<file path="src/rtl/keypad_scanner.sv">
// 4x4 active-low key matrix scanner: strobes rows, synchronizes columns, debounces whole
// frames and emits one code/valid pulse per accepted single-key press.
module keypad_scanner #(
   parameter int unsigned ROW_DWELL_BITS  = 2,
   parameter int unsigned DEBOUNCE_FRAMES = 3
) (
   input  logic       clk,
   input  logic       rst,
   input  logic [3:0] col_n,
   output logic [3:0] row_n,
   output logic [3:0] key_code,
   output logic       key_valid,
   output logic       key_held
);

   typedef enum logic [1:0] {StIdle, StDebounce, StPressed, StRelease} state_e;

   localparam logic [3:0] DfCnt = 4'(DEBOUNCE_FRAMES);

   logic [3:0]                sync1_q, sync2_q;
   logic [ROW_DWELL_BITS-1:0] pre_q;
   logic [1:0]                row_q;
   logic [11:0]               snap_q;
   logic                      sample, frame_end;

   state_e     state_q, state_d;
   logic [3:0] cnt_q, cnt_d, cnt_inc;
   logic [3:0] cand_q, cand_d;
   logic [3:0] key_code_q, key_code_d;
   logic       key_valid_q, key_valid_d;
   logic       key_held_q, key_held_d;

   logic [15:0] pressed;
   logic [4:0]  nkeys;
   logic [3:0]  frame_code;
   logic        frame_none, frame_single;

   assign sample    = &pre_q;
   assign frame_end = sample && (row_q == 2'd3);
   assign row_n     = ~(4'b0001 << row_q);

   always_ff @(posedge clk or posedge rst) begin
      if (rst) begin
         sync1_q <= 4'b1111;
         sync2_q <= 4'b1111;
         pre_q   <= '0;
         row_q   <= 2'd0;
         snap_q  <= '1;
      end else begin
         sync1_q <= col_n;
         sync2_q <= sync1_q;
         pre_q   <= pre_q + 1'b1;
         if (sample) begin
            row_q <= row_q + 2'd1;
            // Row 3 is never stored: at frame end it is taken live from the synchronizer.
            case (row_q)
               2'd0:    snap_q[3:0]  <= sync2_q;
               2'd1:    snap_q[7:4]  <= sync2_q;
               2'd2:    snap_q[11:8] <= sync2_q;
               default: ;
            endcase
         end
      end
   end

   assign pressed = ~{sync2_q, snap_q};

   always_comb begin
      nkeys      = 5'd0;
      frame_code = 4'd0;
      for (int i = 0; i < 16; i++) begin
         if (pressed[i]) begin
            nkeys      = nkeys + 5'd1;
            frame_code = 4'(i);
         end
      end
      frame_none   = (nkeys == 5'd0);
      frame_single = (nkeys == 5'd1);
   end

   assign cnt_inc = (cnt_q == 4'hF) ? cnt_q : cnt_q + 4'd1;

   always_ff @(posedge clk or posedge rst) begin
      if (rst) begin
         state_q     <= StIdle;
         cnt_q       <= 4'd0;
         cand_q      <= 4'd0;
         key_code_q  <= 4'd0;
         key_valid_q <= 1'b0;
         key_held_q  <= 1'b0;
      end else begin
         state_q     <= state_d;
         cnt_q       <= cnt_d;
         cand_q      <= cand_d;
         key_code_q  <= key_code_d;
         key_valid_q <= key_valid_d;
         key_held_q  <= key_held_d;
      end
   end

   always_comb begin
      state_d     = state_q;
      cnt_d       = cnt_q;
      cand_d      = cand_q;
      key_code_d  = key_code_q;
      key_valid_d = 1'b0;
      key_held_d  = key_held_q;
      if (frame_end) begin
         unique case (state_q)
            StIdle: begin
               if (frame_single) begin
                  cand_d = frame_code;
                  if (DfCnt == 4'd1) begin
                     key_code_d  = frame_code;
                     key_valid_d = 1'b1;
                     key_held_d  = 1'b1;
                     cnt_d       = 4'd0;
                     state_d     = StPressed;
                  end else begin
                     cnt_d   = 4'd1;
                     state_d = StDebounce;
                  end
               end
            end
            StDebounce: begin
               if (frame_single && frame_code == cand_q) begin
                  if (cnt_inc >= DfCnt) begin
                     key_code_d  = cand_q;
                     key_valid_d = 1'b1;
                     key_held_d  = 1'b1;
                     cnt_d       = 4'd0;
                     state_d     = StPressed;
                  end else begin
                     cnt_d = cnt_inc;
                  end
               end else if (frame_single) begin
                  cand_d = frame_code;
                  cnt_d  = 4'd1;
               end else begin
                  cnt_d   = 4'd0;
                  state_d = StIdle;
               end
            end
            StPressed: begin
               if (frame_none) begin
                  if (DfCnt == 4'd1) begin
                     key_held_d = 1'b0;
                     cnt_d      = 4'd0;
                     state_d    = StIdle;
                  end else begin
                     cnt_d   = 4'd1;
                     state_d = StRelease;
                  end
               end else begin
                  cnt_d = 4'd0;
               end
            end
            StRelease: begin
               if (frame_none) begin
                  if (cnt_inc >= DfCnt) begin
                     key_held_d = 1'b0;
                     cnt_d      = 4'd0;
                     state_d    = StIdle;
                  end else begin
                     cnt_d = cnt_inc;
                  end
               end else begin
                  // Bounce during release: fall back to held without a new pulse.
                  cnt_d   = 4'd0;
                  state_d = StPressed;
               end
            end
            default: state_d = StIdle;
         endcase
      end
   end

   assign key_code  = key_code_q;
   assign key_valid = key_valid_q;
   assign key_held  = key_held_q;

endmodule

</file>
<file path="config.mk">
export PLATFORM = sky130hd
export DESIGN_NAME = keypad_scanner
export DESIGN_NICKNAME = d
export VERILOG_FILES = /design/src/rtl/keypad_scanner.sv
export SDC_FILE = /design/constraint.sdc
export NUM_CORES = 1
export LEC_CHECK = 0
export CORE_MARGIN = 2
export CORE_UTILIZATION = 40
export CTS_CLUSTER_DIAMETER = 150
export DETAILED_ROUTE_END_ITERATION = 12
export PLACE_DENSITY = 0.57
export SKIP_LAST_GASP = 1
export SYNTH_ARGS = -nofsm -noshare
export SYNTH_HDL_FRONTEND = slang
export SYNTH_SLANG_ARGS = --single-unit
</file>
<file path="constraint.sdc">
create_clock -name clk -period 10.2 [get_ports clk]
set_clock_uncertainty 0.2 [all_clocks]
set_input_delay 2.55 -clock clk [delete_from_list [all_inputs] [get_ports clk]]
set_output_delay 2.55 -clock clk [all_outputs]
set_load 0.005 [all_outputs]
</file>
==> results of run 1 <==
==> metrics by stage <==
stage          TNS, ps  hold slack, ps  worst slack, ps  std cells  power (mW)
3_5_place_dp      -571             147             -162        541       0.904
2_1_floorplan        0             145              236        408       0.711
5_1_grt           -298             163            -55.7        560        1.27
4_1_cts              0             158             15.7        550        1.02
6_report             0             157              522        560        1.16
3_3_place_gp      -166             146            -56.0        541       0.892
==> sequential cells by signal, indices dropped and copies added (netlist names) <==
register,count
key_held,1
key_valid,1
state_q,2
row_q,2
pre_q,2
cand_q,4
sync1_q,4
cnt_q,4
sync2_q,4
key_code,4
snap_q,12
==> cell type report <==
type | count | area [um2] | area share, %
Clock buffer | 6 | 72.6 | 1.60
Inverter | 27 | 101 | 2.23
Tap cell | 111 | 139 | 3.06
Sequential cell | 40 | 1030 | 22.6
Timing Repair Buffer | 51 | 428 | 9.42
Multi-Input combinational cell | 323 | 2760 | 60.8
Clock inverter | 2 | 12.5 | 0.275
==> what timing repair did <==
| action | in CTS | in global routing |
|---|---|---|
| setup buffers | 1 | 10 |
| pin swaps | 1 | 16 |
| endpoints found under the setup margin | 8 | 16 |
| resized for setup | 5 | 32 |
==> cells by family (layout without fill, tap and decap cells) <==
| group | after synthesis | after routing | synth area share [%] |
|---|---|---|---|
| AOI/OAI and AO/OA | 112 | 112 | 22.2 |
| xor gates and xnor gates | 47 | 47 | 14.4 |
| adders and majority gates | 21 | 21 | 6.96 |
| buffers and inverters | 45 | 86 | 4.90 |
| DFF | 40 | 40 | 27.2 |
| muxes | 16 | 16 | 5.03 |
| and+or+nand+nor | 127 | 127 | 19.4 |
==> report_power, final <==
group / switching [mW] / leakage (nW) / total (mW) / internal, mW
clock: 0.0554 / 0.0412 / 0.103 / 0.0478
sequential: 0.0157 / 0.483 / 0.187 / 0.171
combinational: 0.428 / 1.34 / 0.875 / 0.446
total: 0.500 / 1.86 / 1.16 / 0.665
==> routing by layer <==
metal	share of wire [%]	vias up
met3	2.0	10
met1	51	1463
met4	1.3	0
li1	-	1558
met5	0	-
met2	46	36
==> Yosys cell counts, types with 3 or more instances <==
library cell and number:
a21boi_0 7, mux2_2 8, o2111ai_2 3, a21oi_4 3, o211ai_1 4, dfrtp_1 20
and3b_1 3, nand2_1 29, dfstp_2 20, o21ai_0 29, or2_2 3, a22oi_1 3
nor2b_1 10, ha_1 21, nor3_1 6, and2_1 3, a31oi_1 5, inv_1 26
xnor3_1 4, mux2_1 4, mux2_4 3, nor2_1 23, a21o_1 7, xor2_1 11
nand3_1 9, xnor2_1 26, or4_1 3, nand2b_1 7, a21oi_1 17, nor3b_1 7
clkbuf_1 14
==> path summary, 6_finish.rpt <==
kind,startpoint,to,cells past startpoint
max in group asynchronous,rst,sync2_q[1],3
worst max-delay path,snap_q[0],key_code[1],52
worst max register to register,snap_q[0],key_code[1],52
min in group asynchronous,rst,pre_q[0],3
worst min register to register,sync1_q[2],sync2_q[2],0
worst min-delay path,sync1_q[2],sync2_q[2],0
==> metrics.yaml, run 1 <==
p_leak_nw: 1.86
gp_congestion: 0.779
num_rows: 35
grtUsageMet3_pct: 2.00
final_common_cell: "buf_4"
start_kind: "flop"
crit_family: "adder cells"
fmaxAchievable_mhz: 103
die_w_um: 101
root_buffer: "clkbuf_8"
ys_seq_area_share_pct: 27.2
cts_tree: "done"
gr-usage-met1_pct: 23.4
synthDistinctLibCells: 85
start_util_pct: 41.1
drt_first_pass_iters: 4
track_usage_pct: 16.7
final_area_um2: 4540
syn_area_um2: 3780
yosysWarnings: 0
synth_top_area_share_pct: 13.9
viasPerCell: 5.48
hold_viol_final: 0
cts-htree-levels: 2
fillerInstances: 867
fin_crit_sh_pct: 94.9
cp.required_ps: 10180
dieArea_um2: 10200
outcome: "completed"
crit_fanout: 5
cts_buffer_depth: 2
cts_sinks: 40
first_iter_violations: 148
die_h_um: 101
hpwl_um: 6130
grt_pass1_wl_um: 14000
ys_ff_latch: 40
ios: 16
design.core.area_um2: 9200
drt-wirelength-per-cell_um: 14.5
maxCapViolCount: 0
grt_pass1_vias: 2986
overflow: 0
crit_path_top_delay_cell: "dfstp_2"
synth_fp_nets: 435
avgSynthCellArea_um2: 9.26
yosys.area.top_type: "dfstp_2"
synthArstFlopShare_pct: 100
final_cell_mix: "34 x buf_4, 29 x nand2_1, 27 x o21ai_0"
io_buffers: 15
place_area_um2: 4170
min_path_type: "flop to flop"
clock_latency_ps: 290
layout-drive-gt1-share_pct: 28.5
path_class: "flop to flop"
fin_nets: 475
synth_ff_type: "dfstp_2"
synth_edf_count: 0
peakVddDrop_mv: 0.150
num_antenna_cells: 0
routed-via-count: 3067
period_needed_ps: 9680
cp_slowest_stage_delay_ps: 540
yosys-top-cells-area: "dfstp_2 14%, dfrtp_1 13%, ha_1 7.0%"
clk_pin_slew_ps: 80
hold_buffers: 0
areaGrowthSynthToFinish_pct: 20.3
syn_inst: 408
drc: 0
antenna_found_initial: 0
cellPowerDensity_nw_per_um2: 256
cts_buffers: 5
finalSetupViolCount: 0
r2r_setup_slack_ps: 520
grt.busiest_layer: "met2"
report.final.slew_viol_count: 0
cp_common_cell: "ha_1"
grt_util_met2_pct: 27.5
slew-limit-headroom_pct: 62.3
post-route-util_pct: 49.4
critPathBufInv: 4
grt_max_degree: 41
drtAntennaViolNets: 0
end_kind: "flop"
wl_um: 8100
tightest_slew_ps: 562
cp_data_arrival_time_ps: 9650
No activity file was read; power rests on OpenSTA's default activity.
==> run 2, diff against run 1 <==
--- a/config.mk
+++ b/config.mk
@@ -9,7 +9,7 @@
 export CORE_UTILIZATION = 40
 export CTS_CLUSTER_DIAMETER = 150
 export DETAILED_ROUTE_END_ITERATION = 12
-export PLACE_DENSITY = 0.57
+export PLACE_DENSITY = 0.58
 export SKIP_LAST_GASP = 1
 export SYNTH_ARGS = -nofsm -noshare
 export SYNTH_HDL_FRONTEND = slang
==> run 2 against run 1 <==
Hold slack better by 0.69 ps; power down 3.0%; cell area down 0.61%; flip-flop and latch count unchanged; first-iteration DRC count down 36%; highest routed layer unchanged; sequential power about the same; utilization down 0.30 points; count of clock-buffer cells in the layout up 2; via count down 1.1%; critical path depth unchanged.
==> metrics.yaml, run 2 (synthesized netlist as in run 1, its figures left out) <==
hold_buffers: 0
regMostFlops: "snap_q"
p_int_mw: 0.641
areaGrowthSynthToFinish_pct: 19.5
hold_viol_final: 0
period_needed_ps: 9730
first_iter_violations: 95
grt_max_degree: 41
io_buffers: 15
cp.required_ps: 10180
p_leak_nw: 1.84
final_area_um2: 4520
drt-wirelength-per-cell_um: 14.5
min_path_type: "flop to flop"
track_usage_pct: 16.5
cts_buffers: 5
fin_crit_sh_pct: 95.4
crit_path_top_delay_cell: "dfstp_2"
report.final.slew_viol_count: 0
crit_family: "adder cells"
start_kind: "flop"
antenna_found_initial: 0
place_area_um2: 4190
setup_tns_ps: 0
num_antenna_cells: 0
die_h_um: 101
clk_pin_slew_ps: 80
maxCapViolCount: 0
hold_ws_ps: 158
cp_data_arrival_time_ps: 9710
combPwrFrac_pct: 74.0
final_cell_mix: "32 x buf_4, 29 x nand2_1, 27 x o21ai_0"
cp_common_cell: "ha_1"
cellPowerDensity_nw_per_um2: 250
drt_first_pass_iters: 4
slew-limit-headroom_pct: 62.5
pwr-share-seq_pct: 16.5
start_util_pct: 41.1
dieArea_um2: 10200
tightest_slew_ps: 558
drtAntennaViolNets: 0
p_clk_share_pct: 9.5
wl_um: 8120
num_rows: 35
cts_buffer_depth: 2
cts_tree: "done"
crit_fanout: 4
viasPerCell: 5.44
outcome: "completed"
routed-via-count: 3034
fmaxAchievable_mhz: 103
hpwl_um: 6200
drc: 0
finalSetupViolCount: 0
final_common_cell: "buf_4"
largest_reg_flops: 12
clock_latency_ps: 290
fin_nets: 473
instances_no_fill: 558
dp_cells: 543
cp_slowest_stage_delay_ps: 540
root_buffer: "clkbuf_8"
grt_pass1_wl_um: 13600
layout-drive-gt1-share_pct: 27.5
fillerInstances: 846
cts_sinks: 40
gp_congestion: 0.809
ios: 16
design.core.area_um2: 9200
grt_pass1_vias: 2876
path_class: "flop to flop"
die_w_um: 101
cts-htree-levels: 2
critPathBufInv: 4
p_sw_share_pct: 43.2
overflow: 0
end_kind: "flop"
peakVddDrop_mv: 0.145
netSwitchingPower_mw: 0.488
run 2: final cells by class:
cell class              count  area (um2)  share of cell area [%]
inverters                  27         101                    2.24
repair buffers             49         413                    9.14
well taps                 111         139                    3.08
flip-flops and latches     40        1030                    22.7
clock buffers               8        90.1                    2.00
multi-input cells         323        2750                    60.8
run 2: per-layer routing:
| layer | up-vias | global-route usage (%) | routed length [um] |
|---|---|---|---|
| li1 | 1553 | - | - |
| met1 | 1438 | 23.0 | 4020 |
| met2 | 35 | 26.5 | 3830 |
| met3 | 8 | 1.73 | 157 |
| met4 | 0 | 6.13 | 117 |
| met5 | - | 0 | 0 |
run 2: what timing repair did:
item / 4_1_cts / 5_1_grt
setup endpoints to repair: 2 / 16
gates resized for setup: 0 / 34
buffers inserted: 0 / 7
pin swaps: 1 / 19
run 2: through the flow:
step	setup WS, ps	power (mW)	util [%]
3_3_place_gp	177	0.908	45.5
2_1_floorplan	236	0.711	-
3_5_place_dp	4.67	0.919	45.5
6_report	468	1.13	49.1
4_1_cts	25.1	1.03	46.5
5_1_grt	-142	1.23	49.1
run 2: power groups by stage:
stage / Sequential [mW] / Clock (mW) / Combinational (mW)
after detailed placement: 0.189 / 0 / 0.730
after CTS: 0.186 / 0.112 / 0.735
final: 0.187 / 0.107 / 0.836
after floorplan: 0.178 / 0 / 0.533
after global routing: 0.189 / 0.118 / 0.923
after global placement: 0.188 / 0 / 0.720
run 2: path summary, 6_finish.rpt:
| kind | cells past startpoint | slack [ps] | start | endpoint |
|---|---|---|---|---|
| setup / recovery | 52 | 470 | snap_q[0] | cand_q[0] |
| setup reg to reg | 52 | 470 | snap_q[0] | cand_q[0] |
| hold reg to reg | 0 | 160 | sync1_q[0] | sync2_q[0] |
| min in group asynchronous | 3 | 2490 | rst | cand_q[3] |
| max in group asynchronous | 3 | 6940 | rst | sync1_q[3] |
| hold / removal | 0 | 160 | sync1_q[0] | sync2_q[0] |
==> run 3, diff against run 2 <==
--- a/config.mk
+++ b/config.mk
@@ -9,7 +9,7 @@
 export CORE_UTILIZATION = 40
 export CTS_CLUSTER_DIAMETER = 150
 export DETAILED_ROUTE_END_ITERATION = 12
-export PLACE_DENSITY = 0.58
+export PLACE_DENSITY_LB_ADDON = 0.1
 export SKIP_LAST_GASP = 1
 export SYNTH_ARGS = -nofsm -noshare
 export SYNTH_HDL_FRONTEND = slang
==> run 3 against run 2 <==
Power is 0.95% lower; global-route usage hardly changed; critical endpoint is now cand_q[2]; fmax is 0.38% lower; sequential share of layout area is 0.30 points higher.
==> metrics.yaml, run 3 (synthesized netlist as in run 1, its figures left out) <==
cp_slowest_stage_delay_ps: 550
cp.required_ps: 10190
drc: 0
cp_common_cell: "ha_1"
crit_fanout: 5
io_buffers: 15
dp_cells: 526
fillerInstances: 886
hold_buffers: 0
antenna_found_initial: 0
drtAntennaViolNets: 0
outcome: "completed"
fmaxAchievable_mhz: 102
cts_tree: "done"
layout-drive-gt1-share_pct: 26.4
grt_pass1_wl_um: 13700
gp_congestion: 0.821
slew-limit-headroom_pct: 62.4
regMostFlops: "snap_q"
overflow: 0
start_kind: "flop"
final_cell_mix: "29 x nand2_1, 27 x o21ai_0, 25 x inv_1"
design.core.area_um2: 9200
cts_buffers: 5
cts-htree-levels: 2
cts_sinks: 40
p_leak_nw: 1.81
period_needed_ps: 9770
tightest_slew_ps: 563
peakVddDrop_mv: 0.0985
post-route-util_pct: 48.5
die_h_um: 101
dieArea_um2: 10200
clk_pin_slew_ps: 80
end_kind: "flop"
clock_latency_ps: 300
r2r_setup_slack_ps: 430
drt-wirelength-per-cell_um: 14.9
grt_max_degree: 41
track_usage_pct: 16.5
min_path_type: "flop to flop"
drt_first_pass_iters: 4
num_antenna_cells: 0
report.final.slew_viol_count: 0
num_rows: 35
maxCapViolCount: 0
hold_viol_final: 0
fin_crit_sh_pct: 95.8
root_buffer: "clkbuf_8"
hold_ws_ps: 156
hpwl_um: 6150
first_iter_violations: 119
cts_buffer_depth: 2
routed-via-count: 2978
total_power_mw: 1.12
viasPerCell: 5.44
cellPowerDensity_nw_per_um2: 251
wl_um: 8150
fin_nets: 462
final_area_um2: 4460
path_class: "flop to flop"
ios: 16
areaGrowthSynthToFinish_pct: 18.0
finalSetupViolCount: 0
largest_reg_flops: 12
final_common_cell: "nand2_1"
start_util_pct: 41.1
crit_path_top_delay_cell: "dfstp_2"
place_area_um2: 4060
grt_pass1_vias: 2868
die_w_um: 101
instances_no_fill: 547
cp_data_arrival_time_ps: 9760
==> run 3: layout make-up <==
class / count / area [um2] / area share (%)
Sequential cell: 40 / 1030 / 23.0
Timing Repair Buffer: 38 / 335 / 7.52
Clock inverter: 2 / 13.8 / 0.309
Multi-Input combinational cell: 323 / 2760 / 61.9
Clock buffer: 6 / 82.6 / 1.85
Tap cell: 111 / 139 / 3.12
Inverter: 27 / 101 / 2.27
==> run 3: path summary, 6_finish.rpt <==
check / start / endpoint / depth (start not counted)
max in group asynchronous: rst / sync2_q[1] / 3
worst min register to register: sync1_q[2] / sync2_q[2] / 0
worst max-delay path: snap_q[0] / cand_q[2] / 54
worst max register to register: snap_q[0] / cand_q[2] / 54
worst min-delay path: sync1_q[2] / sync2_q[2] / 0
min in group asynchronous: rst / row_q[1] / 3
==> run 3: what timing repair did <==
| action | in CTS | in global routing |
|---|---|---|
| pin swaps | 2 | 17 |
| gates resized for setup | 9 | 26 |
| gates cloned | 0 | 0 |
| endpoints found under the setup margin | 11 | 16 |
| setup buffers | 1 | 12 |
==> run 3: worst max-delay path: cells and delay by family, from the launching register on <==
family | cells | cell delay, ps
buffers and inverters | 6 | 530
multiplexers | 3 | 870
adder cells (fa/ha/maj) | 13 | 3300
flip-flops | 1 | 550
AO/OA/AOI/OAI | 15 | 2090
AND/OR/NAND/NOR | 17 | 2110
==> run 3: per-layer routing <==
| layer | vias to the layer above | track usage [%] | part of all wire, % |
|---|---|---|---|
| li1 | 1527 | - | - |
| met1 | 1414 | 23.7 | 52 |
| met2 | 31 | 26.4 | 46 |
| met3 | 6 | 1.59 | 1.6 |
| met4 | 0 | 4.78 | 1.1 |
| met5 | - | 0 | 0 |
==> run 3: where the power goes <==
group | switching [mW] | internal, mW
sequential | 0.0155 | 0.171
combinational | 0.422 | 0.398
clock | 0.0564 | 0.0553
==> run 3: per-stage QoR <==
step | setup slack [ps] | TNS [ps]
final | 431 | 0
after detailed placement | -178 | -739
after CTS | 7.87 | 0
after global routing | -95.6 | -595
after floorplan | 236 | 0
after global placement | 1.56 | 0
